--- src/rtl/ring_osc_scheduler.sv ---
// Time-shares one frequency-measurement gate across a bank of ring oscillators:
// settle, count divided-output edges over a fixed window, report on valid/ready.
module ring_osc_scheduler #(
    parameter  int N_RINGS       = 4,
    parameter  int GATE_CYCLES   = 12000,
    parameter  int SETTLE_CYCLES = 16,
    parameter  int CNT_W         = 16,
    localparam int SEL_W         = (N_RINGS > 1) ? $clog2(N_RINGS) : 1
) (
    input  logic               clk,
    input  logic               rst_n,
    input  logic               start_i,
    input  logic               continuous_i,
    input  logic               ring_div_i,
    output logic [N_RINGS-1:0] ring_en_o,
    output logic [SEL_W-1:0]   ring_sel_o,
    output logic               busy_o,
    // Result handshake: a result transfers on any clk edge where result_valid_o
    // and result_ready_i are both high; id/count/ovf stay frozen while valid waits.
    output logic               result_valid_o,
    input  logic               result_ready_i,
    output logic [SEL_W-1:0]   result_id_o,
    output logic [CNT_W-1:0]   result_count_o,
    output logic               result_ovf_o,
    output logic [1:0]         dbg_state_o
);

    localparam int MAX_T = (GATE_CYCLES > SETTLE_CYCLES) ? GATE_CYCLES : SETTLE_CYCLES;
    localparam int TW    = $clog2(MAX_T + 1);
    localparam logic [TW-1:0]    SETTLE_LAST = TW'(SETTLE_CYCLES - 1);
    localparam logic [TW-1:0]    GATE_LAST   = TW'(GATE_CYCLES - 1);
    localparam logic [SEL_W-1:0] SEL_LAST    = SEL_W'(N_RINGS - 1);
    localparam logic [CNT_W-1:0] CNT_MAX     = '1;

    typedef enum logic [1:0] {
        ST_IDLE    = 2'd0,
        ST_SETTLE  = 2'd1,
        ST_MEASURE = 2'd2,
        ST_REPORT  = 2'd3
    } state_t;

    state_t             state_q, state_d;
    logic [SEL_W-1:0]   sel_q, sel_d;
    logic [TW-1:0]      timer_q, timer_d;
    logic [CNT_W-1:0]   count_q, count_d;
    logic               ovf_q, ovf_d;
    logic               valid_q, valid_d;
    logic [SEL_W-1:0]   rid_q, rid_d;
    logic [CNT_W-1:0]   rcnt_q, rcnt_d;
    logic               rovf_q, rovf_d;
    logic [N_RINGS-1:0] ring_en_q, ring_en_d;
    logic               busy_q, busy_d;
    logic               sync1_q, sync2_q, prev_q;
    logic               rise;

    // ring_div_i is asynchronous; only the second synchronizer stage is edge-detected.
    assign rise = sync2_q & ~prev_q;

    always_comb begin
        state_d = state_q;
        sel_d   = sel_q;
        timer_d = timer_q;
        count_d = count_q;
        ovf_d   = ovf_q;
        valid_d = valid_q;
        rid_d   = rid_q;
        rcnt_d  = rcnt_q;
        rovf_d  = rovf_q;
        case (state_q)
            ST_IDLE: begin
                if (start_i) begin
                    sel_d   = '0;
                    timer_d = '0;
                    state_d = ST_SETTLE;
                end
            end
            ST_SETTLE: begin
                if (timer_q == SETTLE_LAST) begin
                    timer_d = '0;
                    count_d = '0;
                    ovf_d   = 1'b0;
                    state_d = ST_MEASURE;
                end else begin
                    timer_d = timer_q + 1'b1;
                end
            end
            ST_MEASURE: begin
                if (rise) begin
                    if (count_q == CNT_MAX) ovf_d = 1'b1;
                    else                    count_d = count_q + 1'b1;
                end
                // Latch from the _d values so a rise on the final cycle is included.
                if (timer_q == GATE_LAST) begin
                    rcnt_d  = count_d;
                    rovf_d  = ovf_d;
                    rid_d   = sel_q;
                    valid_d = 1'b1;
                    timer_d = '0;
                    state_d = ST_REPORT;
                end else begin
                    timer_d = timer_q + 1'b1;
                end
            end
            ST_REPORT: begin
                if (valid_q && result_ready_i) begin
                    valid_d = 1'b0;
                    if (sel_q == SEL_LAST && !continuous_i) begin
                        sel_d   = '0;
                        state_d = ST_IDLE;
                    end else begin
                        sel_d   = (sel_q == SEL_LAST) ? '0 : sel_q + 1'b1;
                        state_d = ST_SETTLE;
                    end
                end
            end
            default: state_d = ST_IDLE;
        endcase
        busy_d    = (state_d != ST_IDLE);
        ring_en_d = (state_d == ST_SETTLE || state_d == ST_MEASURE) ?
                    (N_RINGS'(1) << sel_d) : '0;
    end

    always_ff @(posedge clk or negedge rst_n) begin
        if (!rst_n) begin
            state_q   <= ST_IDLE;
            sel_q     <= '0;
            timer_q   <= '0;
            count_q   <= '0;
            ovf_q     <= 1'b0;
            valid_q   <= 1'b0;
            rid_q     <= '0;
            rcnt_q    <= '0;
            rovf_q    <= 1'b0;
            ring_en_q <= '0;
            busy_q    <= 1'b0;
            sync1_q   <= 1'b0;
            sync2_q   <= 1'b0;
            prev_q    <= 1'b0;
        end else begin
            state_q   <= state_d;
            sel_q     <= sel_d;
            timer_q   <= timer_d;
            count_q   <= count_d;
            ovf_q     <= ovf_d;
            valid_q   <= valid_d;
            rid_q     <= rid_d;
            rcnt_q    <= rcnt_d;
            rovf_q    <= rovf_d;
            ring_en_q <= ring_en_d;
            busy_q    <= busy_d;
            sync1_q   <= ring_div_i;
            sync2_q   <= sync1_q;
            prev_q    <= sync2_q;
        end
    end

    assign ring_en_o      = ring_en_q;
    assign ring_sel_o     = sel_q;
    assign busy_o         = busy_q;
    assign result_valid_o = valid_q;
    assign result_id_o    = rid_q;
    assign result_count_o = rcnt_q;
    assign result_ovf_o   = rovf_q;
    assign dbg_state_o    = state_q;

endmodule
--- config.mk ---
export PLATFORM = sky130hd
export DESIGN_NAME = ring_osc_scheduler
export DESIGN_NICKNAME = d
export VERILOG_FILES = /design/src/rtl/ring_osc_scheduler.sv
export SDC_FILE = /design/constraint.sdc
export NUM_CORES = 1
export LEC_CHECK = 0
export CAP_MARGIN = 5
export CORE_MARGIN = 10
export CORE_UTILIZATION = 35
export CTS_CLUSTER_SIZE = 12
export DETAILED_ROUTE_END_ITERATION = 6
export GPL_TIMING_DRIVEN = 1
export PLACE_DENSITY_LB_ADDON = 0.08
export SYNTH_ARGS = -nofsm -noshare
export SYNTH_HDL_FRONTEND = slang
export SYNTH_SLANG_ARGS = --single-unit
--- constraint.sdc ---
create_clock -name clk -period 5 [get_ports clk]
set_input_delay 0.75 -clock clk [delete_from_list [all_inputs] [get_ports clk]]
set_output_delay 0.75 -clock clk [all_outputs]
set_load 0.02 [all_outputs]
## Word-level counts from Yosys, hierarchy flattened

Cells that the tools add are included.

| cells by class | value |
|---|---|
| eq/ne operators | 13 |
| $add $sub $neg | 3 |
| reduce and logical (&&, ||, !) cells | 13 |
| multiplexer cells | 27 |
| shift-type cells | 1 |
| bitwise gates (word level) | 2 |

Operators by type and width:

| cell | count |
|---|---|
| $mux 16 | 3 |
| $mux 14 | 3 |
| $pmux 14 s3 | 1 |
| $pmux 16 s2 | 1 |
| $add 16x1->16 const B | 1 |
| $eq 16x16->1 const B | 1 |
| $mux 2 | 8 |
| $add 14x1->14 const B | 1 |
| $eq 14x14->1 const B | 1 |
| $eq 14x4->1 const B | 1 |
| $eq 2x2->1 const B | 4 |
| $ne 2x2->1 const B | 4 |
| $pmux 2 s4 | 1 |
| $mux 1 | 6 |
| $reduce_and 2->1 | 3 |
| $reduce_bool 2->1 | 3 |
| $eq 2x1->1 const B | 2 |
| $mux 4 | 1 |
| $pmux 1 s2 | 2 |
| $pmux 2 s2 | 1 |
| $shl 1x2->4 const A | 1 |
| $reduce_and 3->1 | 1 |
| $reduce_bool 3->1 | 1 |
| $add 2x1->2 const B | 1 |
| 6 further kinds | 7 |

| word-level totals | value |
|---|---|
| flip-flop bits (word level) | 63 |
| input bits | 6 |

## Logic depth before layout (Yosys ltp)

| depth | value |
|---|---|
| depth in word-level cells | 8 |
| depth in mapped cells | 11 |
| depth with buffers taken out | 10 |

## Worst setup path after synthesis

OpenSTA, ideal clock, no wires.

| path | value |
|---|---|
| path type | register to register |
| start | reg timer_q[6] |
| end | reg ring_en_q[2] (netlist: ring_en_o[2]) |
| stages on the path, launching flop included | 12 |
| path slack | 2.466 ns |
| path buffers | 2 |
| arrival | 2.462 ns |
| clock period less this slack | 2.534 ns |
| cell sequence | dfrtp_1 > buf_6 > or3_1 > or4_4 > buf_6 > a21oi_1 > nand3_1 > a21oi_1 > ha_1 > inv_1 > or2_2 > nor2_1 |

| on the way | value |
|---|---|
| word-level cells in the longest chain between the ends | 6 |
| elaborated cells on any way between the ends | 9 |
| classes of those cells | eq/ne (4); mux (4); reduce/logical (1) |

Ends and longest elaborated chain:

| item | line | RTL |
|---|---|---|
| from (decl) | 44 | `logic [TW-1:0] timer_q, timer_d;` |
| from (signal assigned) | 142 | `timer_q <= timer_d;` |
| $eq 14x14->1 / $eq 14x4->1 (equally long branches) | 93, 78 |  |
| $mux 2, on equally long branches | 93, 78 |  |
| $pmux 2 s4 * | 69 | `case (state_q)` |
| $eq 2x1->1 / $eq 2x2->1 (equally long branches) | 119 | `ring_en_d = (state_d == ST_SETTLE \|\| state_d == ST_MEASURE) ?` |
| $logic_or 1x1->1 * | 119 |  |
| $mux 4 * | 119 |  |
| net ring_en_d[2] | 51 | `logic [N_RINGS-1:0] ring_en_q, ring_en_d;` |
| to (signal assigned) | 149 | `ring_en_q <= ring_en_d;` |
| to (decl) | 51 |  |

Mark *: on every way through the listed nets, which the timed path passes. The rest lies on a longest branch.
A chain may end at the register's enable or synchronous reset.

## Worst setup path in the final report

| path | value |
|---|---|
| start | reg timer_q[6] |
| end | reg ring_en_q[0] (netlist: ring_en_o[0]) |

The elaborated chain is that of the path after synthesis.

==> PnR_summary.wiki <==
{| class="wikitable"
! Metric !! Value
|-
| H-tree Lvls || 3
|-
| Max rail drop VDD || about 0.16 mV
|-
| Average routed wire per standard cell || roughly 15 um
|-
| Synthesized instance count || around 360
|-
| Final clock skew || approximately 0.012 ns
|-
| Final critical-path setup slack || about 2.3 ns
|-
| Register area share after synthesis || 47.2%
|-
| Dpl ws || between 2 and 2.5 ns
|-
| Crit path max fanout || 8
|-
| Count of input and output buffers || 34
|-
| Iter 0 DRT Violations || just over 60
|-
| Cell accounting for the most synthesized area || sky130_fd_sc_hd__dfrtp_1
|-
| Filler cells || around 950
|-
| Initial Util || 36.0%
|-
| Warning count from the yosys run || 0
|-
| Routability-driven placement congestion ratio || ~0.79
|-
| Global route overflow || 0
|-
| Number of endpoints with negative hold slack in the final report || 0
|-
| Number of cells in the finished layout apart from fillers || 525
|-
| Maximum number of pins on one net before global-route repair || 64
|-
| Power density of the placed cells || 271 nW/um2
|-
| Number of gates resized after CTS || 0
|-
| Total number of placement rows || 35
|-
| Critical path data arrival time || ~3.0 ns
|-
| DRC || 0
|-
| Ys async rst share || 100%
|-
| Number of inserted diodes || 0
|-
| Number of ports placed on the die boundary || 35
|-
| Clock buffer depth || 2
|-
| Setup TNS Final || 0 ns
|-
| Final instance area || just under 4000 um2
|-
| Number of antenna violations at the first check in global routing || 0
|-
| CTS sink count || 63
|-
| Result of the run || finished clean
|-
| CTS hold repair buffers || 0
|-
| Relative slew slack || between 30% and 40%
|-
| Clock latency of the later-clocked register in the worst-skew pair || 0.35 ns
|-
| Final slew viol count || 0
|-
| Area added between synthesis and finish || 17.9%
|-
| Core ar. || between 9000 and 10,000 um2
|-
| Synth top area share || 47.2%
|-
| Antenna-violating nets left || 0
|-
| Worst min path class || register to register
|-
| Router iterations before antenna repair || 4
|-
| Min Tclk post-route || about 2.7 ns
|-
| Die span in y || about 120 um
|-
| Instance count after placement with tap cells included || a little over 500
|-
| Leakage Power || 1.72 nW
|-
| Top cells by area in the synthesized netlist || sky130_fd_sc_hd__dfrtp_1 (47%), sky130_fd_sc_hd__a21oi_1 (5.2%), sky130_fd_sc_hd__nor2_1 (4.0%)
|-
| Via density per instance || 5.07
|-
| Post-synth cell types || between 40 and 50
|-
| Max-cap violations || 0
|-
| Most common cell after layout, fill and taps aside || sky130_fd_sc_hd__dfrtp_1
|-
| Area of the mapped netlist || ~3300 um2
|-
| CP Class || register to register
|-
| Total placed instance area || 3740 um2
|-
| Yosys reg bits || 63
|-
| Worst-margin pin slew || 1.03 ns
|-
| Share of layout cells above drive strength 1 || around 7.8%
|-
| WL final || between 7000 and 8000 um
|-
| CTS Root Buffer Type || sky130_fd_sc_hd__clkbuf_8
|-
| Detail Placement HPWL || approximately 5400 um
|-
| Commonest non-fill, non-tap cells in the layout || sky130_fd_sc_hd__dfrtp_1 (63), sky130_fd_sc_hd__nor2_1 (36), sky130_fd_sc_hd__a21oi_1 (35), sky130_fd_sc_hd__nand2_1 (33), sky130_fd_sc_hd__clkdlybuf4s50_1 (33)
|-
| RSZ-0062 raised after global routing || no
|-
| Period utilisation layout || between 50 and 60%
|-
| Type of element capturing the critical path || register
|-
| First-pass GRT wire length || approximately 13,000 um
|-
| Syn avg cell area || 9.20 um2
|-
| Final total power || 1.07 mW
|-
| Clock tree from TritonCTS || done
|-
| Routed via count || between 2,000 and 3,000
|-
| Count of final setup violators || 0
|-
| Buffers inserted during post-CTS setup optimization || 0
|-
| Max frequency || approximately 370 MHz
|-
| Floorplan die area || 13,900 um2
|-
| GRT Overall Usage || roughly 11%
|-
| Data required time of the worst path || 5.28 ns
|-
| Startpoint Class || register
|-
| NumNets Final || about 400
|-
| Count of flip-flops with a built-in enable after synthesis || 0
|-
| Net count after synthesis || roughly 380
|-
| Clock slew at the register clock pins of the worst setup and hold paths || about 0.08 ns
|-
| Total clock buffers created by CTS || 9
|-
| Chip width || roughly 120 um
|-
| Via count of the first global-routing pass || 2,578
|-
| Commonest register cell after synthesis || sky130_fd_sc_hd__dfrtp_1
|}
-- state kept, by name, indices dropped and copies added (netlist names), 2 cells and up --
signal,cells
result_count_o,16
result_id_o,2
dbg_state_o,2
ring_en_o,4
ring_sel_o,2
timer_q,14
count_q,16
-- final cells by class --
class | count | area (um2) | area share [%]
well taps | 129 | 161 | 4.10
clock buffers | 10 | 138 | 3.49
inverters | 13 | 48.8 | 1.24
repair buffers | 35 | 343 | 8.70
multi-input cells | 269 | 1610 | 40.9
flip-flops and latches | 63 | 1580 | 40.0
clock inverters | 6 | 60.1 | 1.52
-- logic make-up (layout without fill, tap and decap cells) --
family	count (synthesis)	count (layout)	synth area share, %
buf+inv	31	64	4.53
fa+ha+maj	8	8	3.00
simple gates	149	149	22.8
mux	8	8	2.47
flops	63	63	47.2
compound gates	88	88	15.8
xor+xnor	16	16	4.19
-- synth_stat cells, drive strengths merged, types with 8 or more instances --
cell    number
nand2       33
clkbuf      12
o21ai       22
dfrtp       63
nor3        11
inv         13
ha           8
a21oi       36
nand3       16
nand4       13
nor2        36
xor2        10
-- critical path, cell delays in order (launching register included) --
cell and delay (ns):
sky130_fd_sc_hd__dfrtp_1 0.47, sky130_fd_sc_hd__or3_1 0.40, sky130_fd_sc_hd__or4_4 0.60, sky130_fd_sc_hd__a21oi_1 0.26, sky130_fd_sc_hd__nand3_1 0.13, sky130_fd_sc_hd__a21oi_1 0.17, sky130_fd_sc_hd__ha_1 0.17, sky130_fd_sc_hd__inv_1 0.03
sky130_fd_sc_hd__or2_2 0.30, sky130_fd_sc_hd__nor2_1 0.09
-- through the flow --
stage,hold WS [ns],util [%]
final,0.351,42.4
after global routing,0.356,42.4
after CTS,0.353,42.4
after detailed placement,0.336,40.3
after global placement,0.337,40.3
after floorplan,0.331,-
-- metal layers --
metal  part of all wire (%)  GRT usage, %  vias up
li1                       -             -     1354
met1                     47          13.8     1266
met2                     47          18.0       35
met3                    4.6          3.65        9
met4                    1.4          3.94        0
met5                      0             0        -
-- power breakdown --
part,switching [mW],internal [mW]
Sequential,0.0297,0.526
Combinational,0.0333,0.0302
Clock,0.209,0.241
-- final timing paths --
path / from / slack [ns] / endpoint / cells past startpoint
min reg2reg: sync1_q / 0.35 / sync2_q / 0
max: timer_q[6] / 2.32 / ring_en_o[0] / 9
min in group asynchronous: rst_n / 0.58 / result_count_o[13] / 2
max reg2reg: timer_q[6] / 2.32 / ring_en_o[0] / 9
min: sync1_q / 0.35 / sync2_q / 0
max in group asynchronous: rst_n / 3.89 / timer_q[3] / 2
(Power assumes the default switching activity.)
